File: config.mk
export PLATFORM = sky130hd
export DESIGN_NAME = lagarto_plic_gateway
export DESIGN_NICKNAME = d
export VERILOG_FILES = /design/src/rtl/lagarto_plic_pkg.sv /design/src/rtl/lagarto_plic_gateway_cell.sv /design/src/rtl/lagarto_plic_gateway.sv
export SDC_FILE = /design/constraint.sdc
export NUM_CORES = 1
export LEC_CHECK = 0
export CAP_MARGIN = 25
export CORE_ASPECT_RATIO = 0.5
export CORE_MARGIN = 3
export CORE_UTILIZATION = 23
export CTS_BUF_LIST = sky130_fd_sc_hd__clkbuf_4 sky130_fd_sc_hd__clkbuf_8 sky130_fd_sc_hd__clkbuf_16
export CTS_CLUSTER_SIZE = 10
export DETAILED_ROUTE_END_ITERATION = 7
export PLACE_DENSITY = 0.95
export SKIP_CTS_REPAIR_TIMING = 1
export SLEW_MARGIN = 5
export SYNTH_ARGS = -nofsm -noshare
export SYNTH_HDL_FRONTEND = slang
export SYNTH_SLANG_ARGS = --single-unit
File: constraint.sdc
create_clock -name clk_i -period 2.4 [get_ports clk_i]
set_input_delay 0.24 -clock clk_i [delete_from_list [all_inputs] [get_ports clk_i]]
set_output_delay 0.24 -clock clk_i [all_outputs]
set_load 0.02 [all_outputs]
File: src/rtl/lagarto_plic_pkg.sv
// Shared PLIC types: interrupt IDs, gateway state encoding and default sizing.
// Gateway edge counting is enabled by the macro LAGARTO_PLIC_GW_EDGE_COUNT_EN.
package lagarto_plic_pkg;

    localparam int MXLEN = 64;

    typedef logic [MXLEN-1:0] interrupt_id_t;

    localparam interrupt_id_t NO_INTERRUPT_ID = '0;

    localparam int NUM_SOURCES = 2;
    localparam int EDGE_CNT_W  = 3;

    typedef enum logic [1:0] {
        GW_IDLE,
        GW_PENDING,
        GW_IN_SERVICE
    } gateway_state_t;

    // Source vector bit k carries interrupt ID k+1; ID 0 means "no interrupt".
    function automatic interrupt_id_t source_id(input int k);
        return interrupt_id_t'(k + 1);
    endfunction

endpackage

File: src/rtl/lagarto_plic_gateway_cell.sv
// One interrupt source: input synchronizer, IDLE/PENDING/IN_SERVICE FSM and,
// with LAGARTO_PLIC_GW_EDGE_COUNT_EN defined, a saturating surplus-edge counter.
module lagarto_plic_gateway_cell
    import lagarto_plic_pkg::*;
#(
    parameter int EDGE_CNT_W = lagarto_plic_pkg::EDGE_CNT_W
) (
    input  logic clk_i,
    input  logic rst_i,
    input  logic irq_i,
    input  logic edge_sel_i,
    input  logic claim_hit_i,
    input  logic complete_hit_i,
    output logic pending_o,
    output logic in_service_o
);

    if (EDGE_CNT_W < 1) begin : g_cnt_w_check
        $error("EDGE_CNT_W must be at least 1");
    end

    logic           s1_q;
    logic           s2_q;
    logic           s3_q;
    logic           rise;
    logic           trigger;
    gateway_state_t state_q;
    gateway_state_t state_d;
    logic           pending_q;
    logic           in_service_q;

    // Stage 0: two-flop synchronizer plus delay flop for edge detection
    always_ff @(posedge clk_i or posedge rst_i) begin
        if (rst_i) begin
            s1_q <= 1'b0;
            s2_q <= 1'b0;
            s3_q <= 1'b0;
        end else begin
            s1_q <= irq_i;
            s2_q <= s1_q;
            s3_q <= s2_q;
        end
    end

    assign rise    = s2_q & ~s3_q;
    assign trigger = edge_sel_i ? rise : s2_q;

`ifdef LAGARTO_PLIC_GW_EDGE_COUNT_EN
    localparam logic [EDGE_CNT_W-1:0] CNT_MAX = '1;

    logic                  edge_mode_q;
    logic                  edge_mode_d;
    logic [EDGE_CNT_W-1:0] cnt_q;
    logic [EDGE_CNT_W-1:0] cnt_d;
    logic [EDGE_CNT_W-1:0] cnt_eff;

    function automatic logic [EDGE_CNT_W-1:0] sat_inc(input logic [EDGE_CNT_W-1:0] v);
        return (v == CNT_MAX) ? v : v + 1'b1;
    endfunction

    // The trigger mode is latched on leaving IDLE so a later edge_sel_i change
    // cannot alter how an active request counts surplus edges.
    always_comb begin
        state_d     = state_q;
        edge_mode_d = edge_mode_q;
        cnt_eff     = cnt_q;
        if (edge_mode_q && rise && (state_q != GW_IDLE)) begin
            cnt_eff = sat_inc(cnt_q);
        end
        cnt_d = cnt_eff;
        case (state_q)
            GW_IDLE: begin
                cnt_d = '0;
                if (trigger) begin
                    state_d     = GW_PENDING;
                    edge_mode_d = edge_sel_i;
                end
            end
            GW_PENDING: begin
                if (claim_hit_i) begin
                    state_d = GW_IN_SERVICE;
                end
            end
            GW_IN_SERVICE: begin
                if (complete_hit_i) begin
                    if (cnt_eff != '0) begin
                        state_d = GW_PENDING;
                        cnt_d   = cnt_eff - 1'b1;
                    end else begin
                        state_d = GW_IDLE;
                    end
                end
            end
            default: begin
                state_d = GW_IDLE;
                cnt_d   = '0;
            end
        endcase
    end

    always_ff @(posedge clk_i or posedge rst_i) begin
        if (rst_i) begin
            edge_mode_q <= 1'b0;
            cnt_q       <= '0;
        end else begin
            edge_mode_q <= edge_mode_d;
            cnt_q       <= cnt_d;
        end
    end
`else
    // Surplus edges while a request is active are simply dropped.
    always_comb begin
        state_d = state_q;
        case (state_q)
            GW_IDLE: begin
                if (trigger) begin
                    state_d = GW_PENDING;
                end
            end
            GW_PENDING: begin
                if (claim_hit_i) begin
                    state_d = GW_IN_SERVICE;
                end
            end
            GW_IN_SERVICE: begin
                if (complete_hit_i) begin
                    state_d = GW_IDLE;
                end
            end
            default: begin
                state_d = GW_IDLE;
            end
        endcase
    end
`endif

    // Stage 1: state register with registered output decode
    always_ff @(posedge clk_i or posedge rst_i) begin
        if (rst_i) begin
            state_q      <= GW_IDLE;
            pending_q    <= 1'b0;
            in_service_q <= 1'b0;
        end else begin
            state_q      <= state_d;
            pending_q    <= (state_d == GW_PENDING);
            in_service_q <= (state_d == GW_IN_SERVICE);
        end
    end

    assign pending_o    = pending_q;
    assign in_service_o = in_service_q;

endmodule

File: src/rtl/lagarto_plic_gateway.sv
// PLIC source gateway: decodes claim/complete IDs and runs one cell per source.
// Optional edge counting per source via LAGARTO_PLIC_GW_EDGE_COUNT_EN.
module lagarto_plic_gateway
    import lagarto_plic_pkg::*;
#(
    parameter int NUM_SOURCES = lagarto_plic_pkg::NUM_SOURCES,
    parameter int EDGE_CNT_W  = lagarto_plic_pkg::EDGE_CNT_W
) (
    input  logic                   clk_i,
    input  logic                   rst_i,
    input  logic [NUM_SOURCES-1:0] irq_src_i,
    input  logic [NUM_SOURCES-1:0] edge_sel_i,
    input  logic                   claim_valid_i,
    input  interrupt_id_t          claim_id_i,
    input  logic                   complete_valid_i,
    input  interrupt_id_t          complete_id_i,
    output logic [NUM_SOURCES-1:0] pending_o,
    output logic [NUM_SOURCES-1:0] in_service_o
);

    logic [NUM_SOURCES-1:0] claim_hit;
    logic [NUM_SOURCES-1:0] complete_hit;

    // ID 0 and IDs beyond NUM_SOURCES match no bit and are silently ignored.
    always_comb begin
        claim_hit    = '0;
        complete_hit = '0;
        for (int k = 0; k < NUM_SOURCES; k++) begin
            claim_hit[k]    = claim_valid_i    && (claim_id_i    == source_id(k));
            complete_hit[k] = complete_valid_i && (complete_id_i == source_id(k));
        end
    end

    for (genvar k = 0; k < NUM_SOURCES; k++) begin : g_cell
        lagarto_plic_gateway_cell #(
            .EDGE_CNT_W (EDGE_CNT_W)
        ) u_cell (
            .clk_i          (clk_i),
            .rst_i          (rst_i),
            .irq_i          (irq_src_i[k]),
            .edge_sel_i     (edge_sel_i[k]),
            .claim_hit_i    (claim_hit[k]),
            .complete_hit_i (complete_hit[k]),
            .pending_o      (pending_o[k]),
            .in_service_o   (in_service_o[k])
        );
    end

endmodule

# Yosys cells after proc, flatten, opt, wreduce, memory -nomap -nowiden

Cells that the tools add are included.

Equality and inequality tests: 12
Reduce and logical (&&, ||, !) cells: 6
Multiplexer cells: 10
Bitwise logic cells: 4

Operators by type and width:

| operator            | number |
|---|---|
| $eq 64x1->1 const B | 2 |
| $eq 64x2->1 const B | 2 |
| $mux 2              | 6 |
| $pmux 2 s3          | 2 |
| $eq 2x1->1 const B  | 4 |
| $eq 2x2->1 const B  | 4 |
| $logic_and 1x1->1   | 4 |
| $logic_not 2->1     | 2 |
| $and 1x1->1         | 2 |
| $mux 1              | 2 |
| $not 1->1           | 2 |

Register bits after elaboration: 14
Input bits: 136
Logic and storage cells: 44
Output and inout bits: 4

# Depth between registers and ports, before layout

Gate-level depths: netlist of the first run.

Depth after elaboration: 6
Gate-level depth with buffers: 5
Mapped depth without buffers: 5

# Modules after synthesis

A second synthesis of the first run with hierarchy kept.

Cell total of the unflattened synthesis: 82
Area, all modules: 787.0 um^2

Modules (own cells, without submodules):

| module                    | area each (um^2) | cells each | instances |
|---|---|---|---|
| lagarto_plic_gateway_cell | 240.2            | 18         | 2 |
| lagarto_plic_gateway      | 306.5            | 46         | 1 |

# Worst setup path before layout of the first run

No wires, ideal clock.

Kind: input to register
Start point: in complete_id_i[57]
End point: reg g_cell[0].u_cell.in_service_q
Required time: 2.267 ns
Arrival time: 1.453 ns
Stages: 5
Slack: 0.814 ns
Path through: nor4_2 -> nand4_1 -> or4_4 -> o311ai_2 -> o21ai_1

Cells in the longest elaborated chain, start to end: 5

Ends and longest elaborated chain:

| item                 | RTL line                         | source |
|---|---|---|
| start, declared      | lagarto_plic_gateway.sv:16       | `input interrupt_id_t complete_id_i,` |
| $eq 64x1->1          | lagarto_plic_gateway.sv:30       | `complete_hit[k] = complete_valid_i && (complete_id_i == source_id(k));` |
| $logic_and 1x1->1    | lagarto_plic_gateway.sv:30       |  |
| $mux 2               | lagarto_plic_gateway_cell.sv:126 | `if (complete_hit_i) begin` |
| $pmux 2 s3           | lagarto_plic_gateway_cell.sv:114 | `case (state_q)` |
| $eq 2x2->1           | lagarto_plic_gateway_cell.sv:146 | `in_service_q <= (state_d == GW_IN_SERVICE);` |
| end signal, assigned | lagarto_plic_gateway_cell.sv:146 |  |
| end, declared        | lagarto_plic_gateway_cell.sv:30  | `logic in_service_q;` |

No other way between the ends.

# Worst setup path after layout of the first run

Start point: in complete_id_i[10]
End point: reg g_cell[1].u_cell.state_q[1]

Cells in the longest elaborated chain, start to end: 4

Ends and longest elaborated chain:

| item                                  | RTL line                         | source |
|---|---|---|
| $eq 64x2->1                           | lagarto_plic_gateway.sv:30       |  |
| $logic_and 1x1->1                     | lagarto_plic_gateway.sv:30       |  |
| $mux 2                                | lagarto_plic_gateway_cell.sv:126 |  |
| $pmux 2 s3                            | lagarto_plic_gateway_cell.sv:114 |  |
| named net g_cell[1].u_cell.state_d[1] | lagarto_plic_gateway_cell.sv:28  | `gateway_state_t state_d;` |
| end signal, assigned                  | lagarto_plic_gateway_cell.sv:144 | `state_q <= state_d;` |
| end, declared                         | lagarto_plic_gateway_cell.sv:27  | `gateway_state_t state_q;` |

The timed path passes the listed nets, and every way through them passes these cells.

==> flow_summary.ini, run 1 <==
[worst_setup_path]
reg2reg_depth = 2
path_cells = clkdlybuf4s50_1, nor4_1, nand4_1, or4_4, o311ai_2, o21ai_1
crit_end = g_cell[1].u_cell.state_q[1]$_DFF_PP0_
crit_fanout = 2
slowest_stage = or4_4
r2r_start = g_cell[0].u_cell.state_q[0]$_DFF_PP0_
worstSetupPathType = in -> reg
critPathLaunch = complete_id_i[10]
critPathLaunchType = input port
crit_buf_inv = 1
crit_family = simple AND/OR/NAND/NOR gates
r2r_setup_slack_ps = 1480
arrival_ps = 2050
cpPeakStageDelay_ps = 510
required_ps = 2510
crit_cells = 6
r2r_end = g_cell[0].u_cell.state_q[0]$_DFF_PP0_
cp-end-kind = flop

[floorplanning]
die_w_um = 90.2
die_h_um = 48.1
core_mm2 = 0.00319
dieArea_mm2 = 0.00433
num_rows = 14
io_pins = 140
initial_utilization_pct = 25.5

[drt]
routedWlPerCell_um = 17.2
vias_per_cell = 4.67
vias = 1257
route.detailed.drc = 0
dr.pass1.iters = 4
routed_wl_mm = 4.64
ant_nets = 0
dr.first_iter.drc_count = 40

[logic_synthesis]
yosysUniqueCellTypes = 17
synth_flop_cell = dfrtp_1
synthArstFlopShare_pct = 100
ys_ff_latch = 14
avgSynthCellArea_um2 = 9.81
synth-edff-count = 0
syn-cell-area_um2 = 815
synth_nets = 219
yosysWarnings = 0
synthCells = 83
synth-seq-area-share_pct = 43.0

[timing]
finalMaxSlewViolations = 0
hold_viol_final = 0
grt_setup_unrepaired = no
setup_viol = 0
relSlewSlack_pct = 67.1
finalClockSkew_ps = 1.94
worst_slew_pin_slew_ps = 493
finalCriticalPeriod_ps = 1940
fin_ws_ps = 465
timing.fmax_ghz = 0.517
whs_ps = 319
period_share_pct = 80.6
setup_tns_ps = 0

[cts]
clock_path_buffers = 2
insertion_delay_ps = 240
clk_pin_slew_worst_paths_ps = 50
cts_tree = done
cts_sinks = 14
htreeDepth = 1
root_buffer = clkbuf_8
cts_buffers = 3

[global_route]
track_usage_pct = 20.7
grt_pass1_vias = 1392
gr-total-overflow = 0
grt_pass1_wl_mm = 6.62
antenna_found_initial = 0
grt_start_max_net_pins = 15

[place]
port_buffers = 139
routabilityCongestion = 0.984
dpl_worst_slack_ps = 213
dp_hpwl_mm = 4.26

[final_layout]
antenna_cells = 0
final_layout_size_suffix_gt1_share_pct = 4.52
syn_to_final_growth_pct = 180
nets = 359

[flow_run]
maxCapViolCount = 0

[pwr]
power.density_mw_per_mm2 = 298
ir_drop_mv = 0.136
power_leakage_nw = 0.814
power.total_uw = 679

[min_path]
min_path_type = in -> async

[status]
status = finished, final reports clean
==> metrics by stage <==
| step | util [%] | instances | instance area (µm²) |
|---|---|---|---|
| global route | 71.4 | 269 | 2280 |
| CTS | 71.4 | 269 | 2280 |
| global placement | 70.1 | 266 | 2240 |
| floorplan | - | 83 | 815 |
| finish | 71.4 | 269 | 2280 |
| detailed placement | 70.1 | 266 | 2240 |
==> per-layer routing <==
metal  track usage, %  routed length (µm)
met2             46.4                2770
met4             7.60                  97
met5                0                   0
met1             20.8                1630
met3             3.14                 146
==> cell usage after synthesis (3+ instances only) <==
| cell type | count | share of area (%) |
|---|---|---|
| nor4_1 | 26 | 20 |
| buf_4 | 4 | 3.7 |
| nand4_1 | 8 | 6.1 |
| o21ai_1 | 4 | 2.5 |
| inv_1 | 5 | 2.3 |
| and2_1 | 4 | 3.1 |
| dfrtp_1 | 14 | 43 |
| nor4_2 | 3 | 4.6 |
==> cells by family (layout without fill, tap and decap cells) <==
logic type / count (synthesis) / count (layout) / synth area share (%)
simple gates: 52 / 52 / 43.3
buf+inv: 9 / 147 / 5.99
compound gates: 8 / 8 / 7.68
flops: 14 / 14 / 43.0
==> report_power, final <==
part	internal, mW	leakage, nW	switching, mW
Combinational	0.200	0.631	0.0511
Sequential	0.241	0.161	0.00215
Clock	0.111	0.0216	0.0741
Total	0.552	0.814	0.127
==> area by class of cell <==
| type | instances | area, µm² |
|---|---|---|
| inverters | 5 | 18.8 |
| repair buffers | 139 | 1390 |
| flip-flops and latches | 14 | 350 |
| multi-input cells | 60 | 415 |
| clock buffers | 3 | 41.3 |
| well taps | 48 | 60.1 |
| fillers | 232 | 911 |
==> worst reg2reg max path: stages, from the launching register on <==
cell      delay, ps
dfrtp_1         380
nand4b_1        200
and2_1          220
==> state kept, by name, summed over array words and instances (netlist names) <==
name / cells
g_cell.u_cell.pending_o: 2
g_cell.u_cell.s3_q: 2
g_cell.u_cell.state_q: 4
g_cell.u_cell.s1_q: 2
g_cell.u_cell.in_service_o: 2
g_cell.u_cell.s2_q: 2
==> placed cells by master (no fill, tap or decap), drive strengths merged <==
cell	netlist	layout
a21oi	2	2
and2	4	4
clkbuf	0	3
clkdlybuf4s50	0	139
dfrtp	14	14
inv	5	5
nand2	2	2
nand4	8	8
nand4b	2	2
nor2	2	2
nor3	2	2
nor4	29	29
nor4b	2	2
o21ai	4	4
o311ai	2	2
or4	1	1
==> how the worst min path moves through the flow <==
stage                                         endpoint                             from
4_1_cts                g_cell[1].u_cell.s2_q$_DFF_PP0_                            rst_i
3_5_place_dp           g_cell[0].u_cell.s2_q$_DFF_PP0_  g_cell[0].u_cell.s1_q$_DFF_PP0_
3_3_place_gp           g_cell[1].u_cell.s2_q$_DFF_PP0_  g_cell[1].u_cell.s1_q$_DFF_PP0_
2_1_floorplan  g_cell[0].u_cell.in_service_o$_DFF_PP0_                            rst_i
5_1_grt                g_cell[1].u_cell.s3_q$_DFF_PP0_                            rst_i
6_report          g_cell[0].u_cell.pending_o$_DFF_PP0_                            rst_i
No activity file was read; power rests on OpenSTA's default activity.
==> run 2, diff against run 1 <==
--- a/config.mk
+++ b/config.mk
@@ -8,11 +8,11 @@
 export CAP_MARGIN = 25
 export CORE_ASPECT_RATIO = 0.5
 export CORE_MARGIN = 3
-export CORE_UTILIZATION = 23
+export CORE_UTILIZATION = 21
 export CTS_BUF_LIST = sky130_fd_sc_hd__clkbuf_4 sky130_fd_sc_hd__clkbuf_8 sky130_fd_sc_hd__clkbuf_16
 export CTS_CLUSTER_SIZE = 10
 export DETAILED_ROUTE_END_ITERATION = 7
-export PLACE_DENSITY = 0.95
+export PLACE_DENSITY = 0.89
 export SKIP_CTS_REPAIR_TIMING = 1
 export SLEW_MARGIN = 5
 export SYNTH_ARGS = -nofsm -noshare
==> constraint.sdc (replaced) <==
create_clock -name clk_i -period 1.9 [get_ports clk_i]
set_input_delay 0.19 -clock clk_i [delete_from_list [all_inputs] [get_ports clk_i]]
set_output_delay 0.19 -clock clk_i [all_outputs]
set_load 0.02 [all_outputs]
==> run 2 against run 1 <==
Net effect:
- clock power is 23% higher
- worst hold slack lost 29 ps
- via count up 1.3%
- largest cell class unchanged
- highest routed layer unchanged
- wire length up 4.4%
- critical endpoint unchanged
==> flow_summary.ini, run 2 (same netlist as run 1, synthesis figures left out) <==
[status]
status = finished, final reports clean

[pwr]
power_leakage_nw = 1.07
power.density_mw_per_mm2 = 348
ir_drop_mv = 0.204

[global_route]
track_usage_pct = 17.5
gr-total-overflow = 0
grt_pass1_vias = 1393
grt_pass1_wl_mm = 6.33
grt_start_max_net_pins = 15
antenna_found_initial = 0

[drt]
vias = 1273
routedWlPerCell_um = 17.7
dr.pass1.iters = 4
routed_wl_mm = 4.84
dr.first_iter.drc_count = 58
vias_per_cell = 4.65
ant_nets = 0
route.detailed.drc = 0

[cts]
cts_sinks = 14
insertion_delay_ps = 240
htreeDepth = 1
cts_buffers = 3
clock_path_buffers = 2
cts_tree = done
root_buffer = clkbuf_8
clk_pin_slew_worst_paths_ps = 50

[place]
dpl_worst_slack_ps = -223
dpl_cell_area_mm2 = 0.00225
routabilityCongestion = 0.915
port_buffers = 139
dp_hpwl_mm = 4.02

[floorplanning]
io_pins = 140
num_rows = 15
core_mm2 = 0.00357
dieArea_mm2 = 0.00471
die_w_um = 94.1
initial_utilization_pct = 22.8
die_h_um = 50.0

[final_layout]
n_fill_cell = 263
final_cell_mix = clkdlybuf4s50_1, dlymetal6s2s_1, nor4_2
syn_to_final_growth_pct = 205
final_area_mm2 = 0.00248
antenna_cells = 0
final_layout_size_suffix_gt1_share_pct = 12.1
largest_reg_flops = 4
final_common_cell = clkdlybuf4s50_1
nets = 361
top_register = g_cell.u_cell.state_q

[worst_setup_path]
required_ps = 2010
reg2reg_depth = 2
critPathLaunchType = input port
crit_fanout = 2
r2r_end = g_cell[0].u_cell.pending_o$_DFF_PP0_
critPathLaunch = complete_id_i[47]
r2r_start = g_cell[0].u_cell.state_q[0]$_DFF_PP0_
cp-end-kind = flop
worstSetupPathType = in -> reg
arrival_ps = 2010
r2r_setup_slack_ps = 980

[timing]
finalCriticalPeriod_ps = 1900
timing.fmax_ghz = 0.527
relSlewSlack_pct = 66.1
worst_slew_pin_slew_ps = 508
hold_viol_final = 0
finalMaxSlewViolations = 0
setup_viol = 0
finalClockSkew_ps = 2.40
period_share_pct = 99.9
fin_ws_ps = 2.59

[min_path]
min_path_type = in -> async

[flow_run]
maxCapViolCount = 0
## run 2: cell count changes in the layout (fill, tap and decap cells not counted), sizes merged
cell and delta:
clkdlybuf4s50 -26, dlymetal6s2s +26, buf +2
## run 2: stage by stage
step	hold slack [ps]	util [%]	TNS (ps)	std cells	power [mW]
5_1_grt	349	69.6	-491	274	0.897
4_1_cts	308	64.4	0	274	0.852
3_3_place_gp	334	63.2	-1100	271	0.617
6_report	290	69.6	0	274	0.864
3_5_place_dp	335	63.2	-1650	271	0.625
2_1_floorplan	79.2	-	0	83	0.333
## run 2: per-layer routing
metal  global-route usage (%)  wire (µm)  share of wire (%)  vias to the layer above
met5                        0          0                  0                        -
met4                     3.60         71                1.5                        0
met3                     1.83        226                4.7                        8
met2                     36.3       2990                 62                       48
met1                     18.9       1550                 32                      598
li1                         -          -                  -                      619
## run 2: power by group
part	leakage, nW	internal (mW)	switching (mW)
clock network	0.0216	0.139	0.0878
registers	0.161	0.305	0.00248
logic	0.892	0.250	0.0794
## run 2: final cells by class
cell class,instances,area [µm²],area share [%]
clock buffer,3,41.3,1.66
inverter,5,18.8,0.756
multi-input combinational,60,538,21.7
sequential,14,350,14.1
tap,51,63.8,2.57
timing repair buffer,141,1470,59.2
## run 2: worst max path at each step
stage	end	slack [ps]	cells after the start
after floorplan	g_cell[0].u_cell.in_service_o$_DFF_PP0_	360	5
after global placement	g_cell[0].u_cell.pending_o$_DFF_PP0_	-150	7
after detailed placement	g_cell[0].u_cell.pending_o$_DFF_PP0_	-220	7
after CTS	g_cell[0].u_cell.pending_o$_DFF_PP0_	30	7
after global routing	g_cell[0].u_cell.pending_o$_DFF_PP0_	-110	7
final	g_cell[1].u_cell.state_q[1]$_DFF_PP0_	3	6
## run 2: worst max-delay path: stages
cell and delay (ps):
clkdlybuf4s50_1 430, nor4_2 270, nand4_1 120, or4_4 590
o311ai_4 300, o21ai_1 110
==> run 3, diff against run 2 <==
--- a/config.mk
+++ b/config.mk
@@ -5,14 +5,15 @@
 export SDC_FILE = /design/constraint.sdc
 export NUM_CORES = 1
 export LEC_CHECK = 0
+export ABC_AREA = 1
 export CAP_MARGIN = 25
 export CORE_ASPECT_RATIO = 0.5
 export CORE_MARGIN = 3
-export CORE_UTILIZATION = 21
+export CORE_UTILIZATION = 25
 export CTS_BUF_LIST = sky130_fd_sc_hd__clkbuf_4 sky130_fd_sc_hd__clkbuf_8 sky130_fd_sc_hd__clkbuf_16
 export CTS_CLUSTER_SIZE = 10
 export DETAILED_ROUTE_END_ITERATION = 7
-export PLACE_DENSITY = 0.89
+export PLACE_DENSITY = 0.9
 export SKIP_CTS_REPAIR_TIMING = 1
 export SLEW_MARGIN = 5
 export SYNTH_ARGS = -nofsm -noshare
==> run 3 against run 2 <==
Net effect:
- cell area increased by 1.4%
- sequential power hardly changed
- clock-buffer cell count unchanged
- global-route usage down 0.65 points
- fmax grew 38%
- worst hold slack worse by 12 ps
- die area is 7.6% higher
- critical endpoint is now pending_o[1]
==> flow_summary.ini, run 3 <==
[worst_setup_path]
required_ps = 1710
cpPeakStageDelay_ps = 620
crit_end = pending_o[1]
crit_cells = 1
critPathLaunchType = flop
slowest_stage = clkdlybuf4s50_1
r2r_setup_slack_ps = 1030
cp-end-kind = primary output
worstSetupPathType = reg -> out
crit_family = buffers and inverters
reg2reg_depth = 4
arrival_ps = 1190
crit_fanout = 1
critPathLaunch = g_cell[1].u_cell.pending_o$_DFF_PP0_
path_cells = clkdlybuf4s50_1
r2r_start = g_cell[1].u_cell.state_q[1]$_DFF_PP0_
r2r_end = g_cell[1].u_cell.state_q[1]$_DFF_PP0_
crit_buf_inv = 1

[cts]
clock_path_buffers = 2
cts_tree = done
insertion_delay_ps = 240
clk_pin_slew_worst_paths_ps = 50
cts_sinks = 14
htreeDepth = 1
root_buffer = clkbuf_8
cts_buffers = 3

[drt]
route.detailed.drc = 0
ant_nets = 0
vias = 1600
routed_wl_mm = 4.42
routedWlPerCell_um = 11.8
dr.first_iter.drc_count = 32
dr.pass1.iters = 4
vias_per_cell = 4.27

[pwr]
ir_drop_mv = 0.193
p_int_uw = 708
power_frac_comb_pct = 38.1
power.total_uw = 876
power.density_mw_per_mm2 = 348
power_switching_uw = 168
pwr-share-seq_pct = 35.1
power_leakage_nw = 1.01
pwr-share-clk_pct = 26.7
p_sw_share_pct = 19.2

[timing]
grt_setup_unrepaired = no
whs_ps = 278
fin_ws_ps = 525
finalClockSkew_ps = 0.651
worst_slew_pin_slew_ps = 518
relSlewSlack_pct = 65.4
finalCriticalPeriod_ps = 1380
finalMaxSlewViolations = 0
timing.fmax_ghz = 0.727
setup_viol = 0
setup_tns_ps = 0
period_share_pct = 72.4
hold_viol_final = 0

[final_layout]
postLayoutCoreUtil_pct = 67.7
stdcell_count = 375
final_common_cell = clkdlybuf4s50_1
final_cell_mix = clkdlybuf4s50_1, nor2_1, nand2_1
antenna_cells = 0
final_layout_size_suffix_gt1_share_pct = 1.85
top_register = g_cell.u_cell.state_q
nets = 462
syn_to_final_growth_pct = 140
final_area_mm2 = 0.00252
largest_reg_flops = 4

[logic_synthesis]
syn-cell-area_mm2 = 0.00105
synthCells = 186
synth-simple-area-share_pct = 59.2
synth_top_family_by_area = simple AND/OR/NAND/NOR gates
ys_ff_latch = 14
avgSynthCellArea_um2 = 5.65
yosysTopAreaCellShare_pct = 33.3
yosysUniqueCellTypes = 12
yosysMostFrequentCell = nor2_1
synth-compound-area-share_pct = 0
yosysWarnings = 0
synth-adder-area-share_pct = 0
netlist_top_cells_count = nor2_1, nand2_1, dfrtp_1, inv_1, nand3_1
synth_nets = 322
yosys.area.top_type = dfrtp_1
synth-seq-area-share_pct = 33.3
synth-edff-count = 0
ys_top_cells_by_area = dfrtp_1, nor2_1, nand2_1, nand3_1, inv_1
synthArstFlopShare_pct = 100
synth_xor_xnor_area_share_pct = 0
synth_flop_cell = dfrtp_1
synth.area.mux_share_pct = 0

[floorplanning]
initial_utilization_pct = 28.3
die_h_um = 51.9
dieArea_mm2 = 0.00507
core_mm2 = 0.00372
io_pins = 140
die_w_um = 97.7
num_rows = 15

[place]
routabilityCongestion = 0.781
dpl_cell_area_mm2 = 0.00248
port_buffers = 139
dpl_worst_slack_ps = 393
dp.cells = 372
dp_hpwl_mm = 4.13

[min_path]
min_path_type = in -> async

[flow_run]
maxCapViolCount = 0

[global_route]
grt_start_max_net_pins = 15
grt_pass1_vias = 1568
grt_pass1_wl_mm = 6.71
antenna_found_initial = 0
gr-total-overflow = 0
track_usage_pct = 16.8

[status]
status = finished, final reports clean
run 3: final cells by class:
cell class / instances / area (µm²)
Fill cell: 303 / 1200
Clock buffer: 3 / 41.3
Sequential cell: 14 / 350
Inverter: 13 / 48.8
Tap cell: 51 / 63.8
Timing Repair Buffer: 139 / 1390
Multi-Input combinational cell: 155 / 622
run 3: worst min-delay path by stage:
stage | startpoint | slack [ps] | to
floorplan | rst_i | 80 | g_cell[0].u_cell.in_service_o$_DFF_PP0_
global placement | g_cell[0].u_cell.s1_q$_DFF_PP0_ | 330 | g_cell[0].u_cell.s2_q$_DFF_PP0_
detailed placement | g_cell[1].u_cell.s1_q$_DFF_PP0_ | 340 | g_cell[1].u_cell.s2_q$_DFF_PP0_
CTS | rst_i | 290 | g_cell[1].u_cell.s2_q$_DFF_PP0_
global route | rst_i | 320 | g_cell[1].u_cell.s2_q$_DFF_PP0_
finish | rst_i | 280 | g_cell[1].u_cell.s2_q$_DFF_PP0_
run 3: cells by family (layout without fill, tap and decap cells):
kind of cell  count (synthesis)  in the layout
simple gates                155            155
buf+inv                      17            155
flops                        14             14
run 3: metal layers:
metal  routed length, µm  track usage (%)  vias up  share of wire (%)
met2                2470             34.6       69                 56
met3                 278             4.02       14                6.3
met5                   0                0        -                  0
met4                 142             8.28        0                3.2
met1                1530             16.2      686                 35
li1                    -                -      831                  -
run 3: power groups by stage:
stage	Combinational, mW	Sequential [mW]	Clock, mW
floorplan	0.0499	0.312	0
CTS	0.336	0.308	0.237
finish	0.334	0.308	0.234
detailed placement	0.335	0.313	0
global placement	0.325	0.312	0
global route	0.359	0.308	0.253
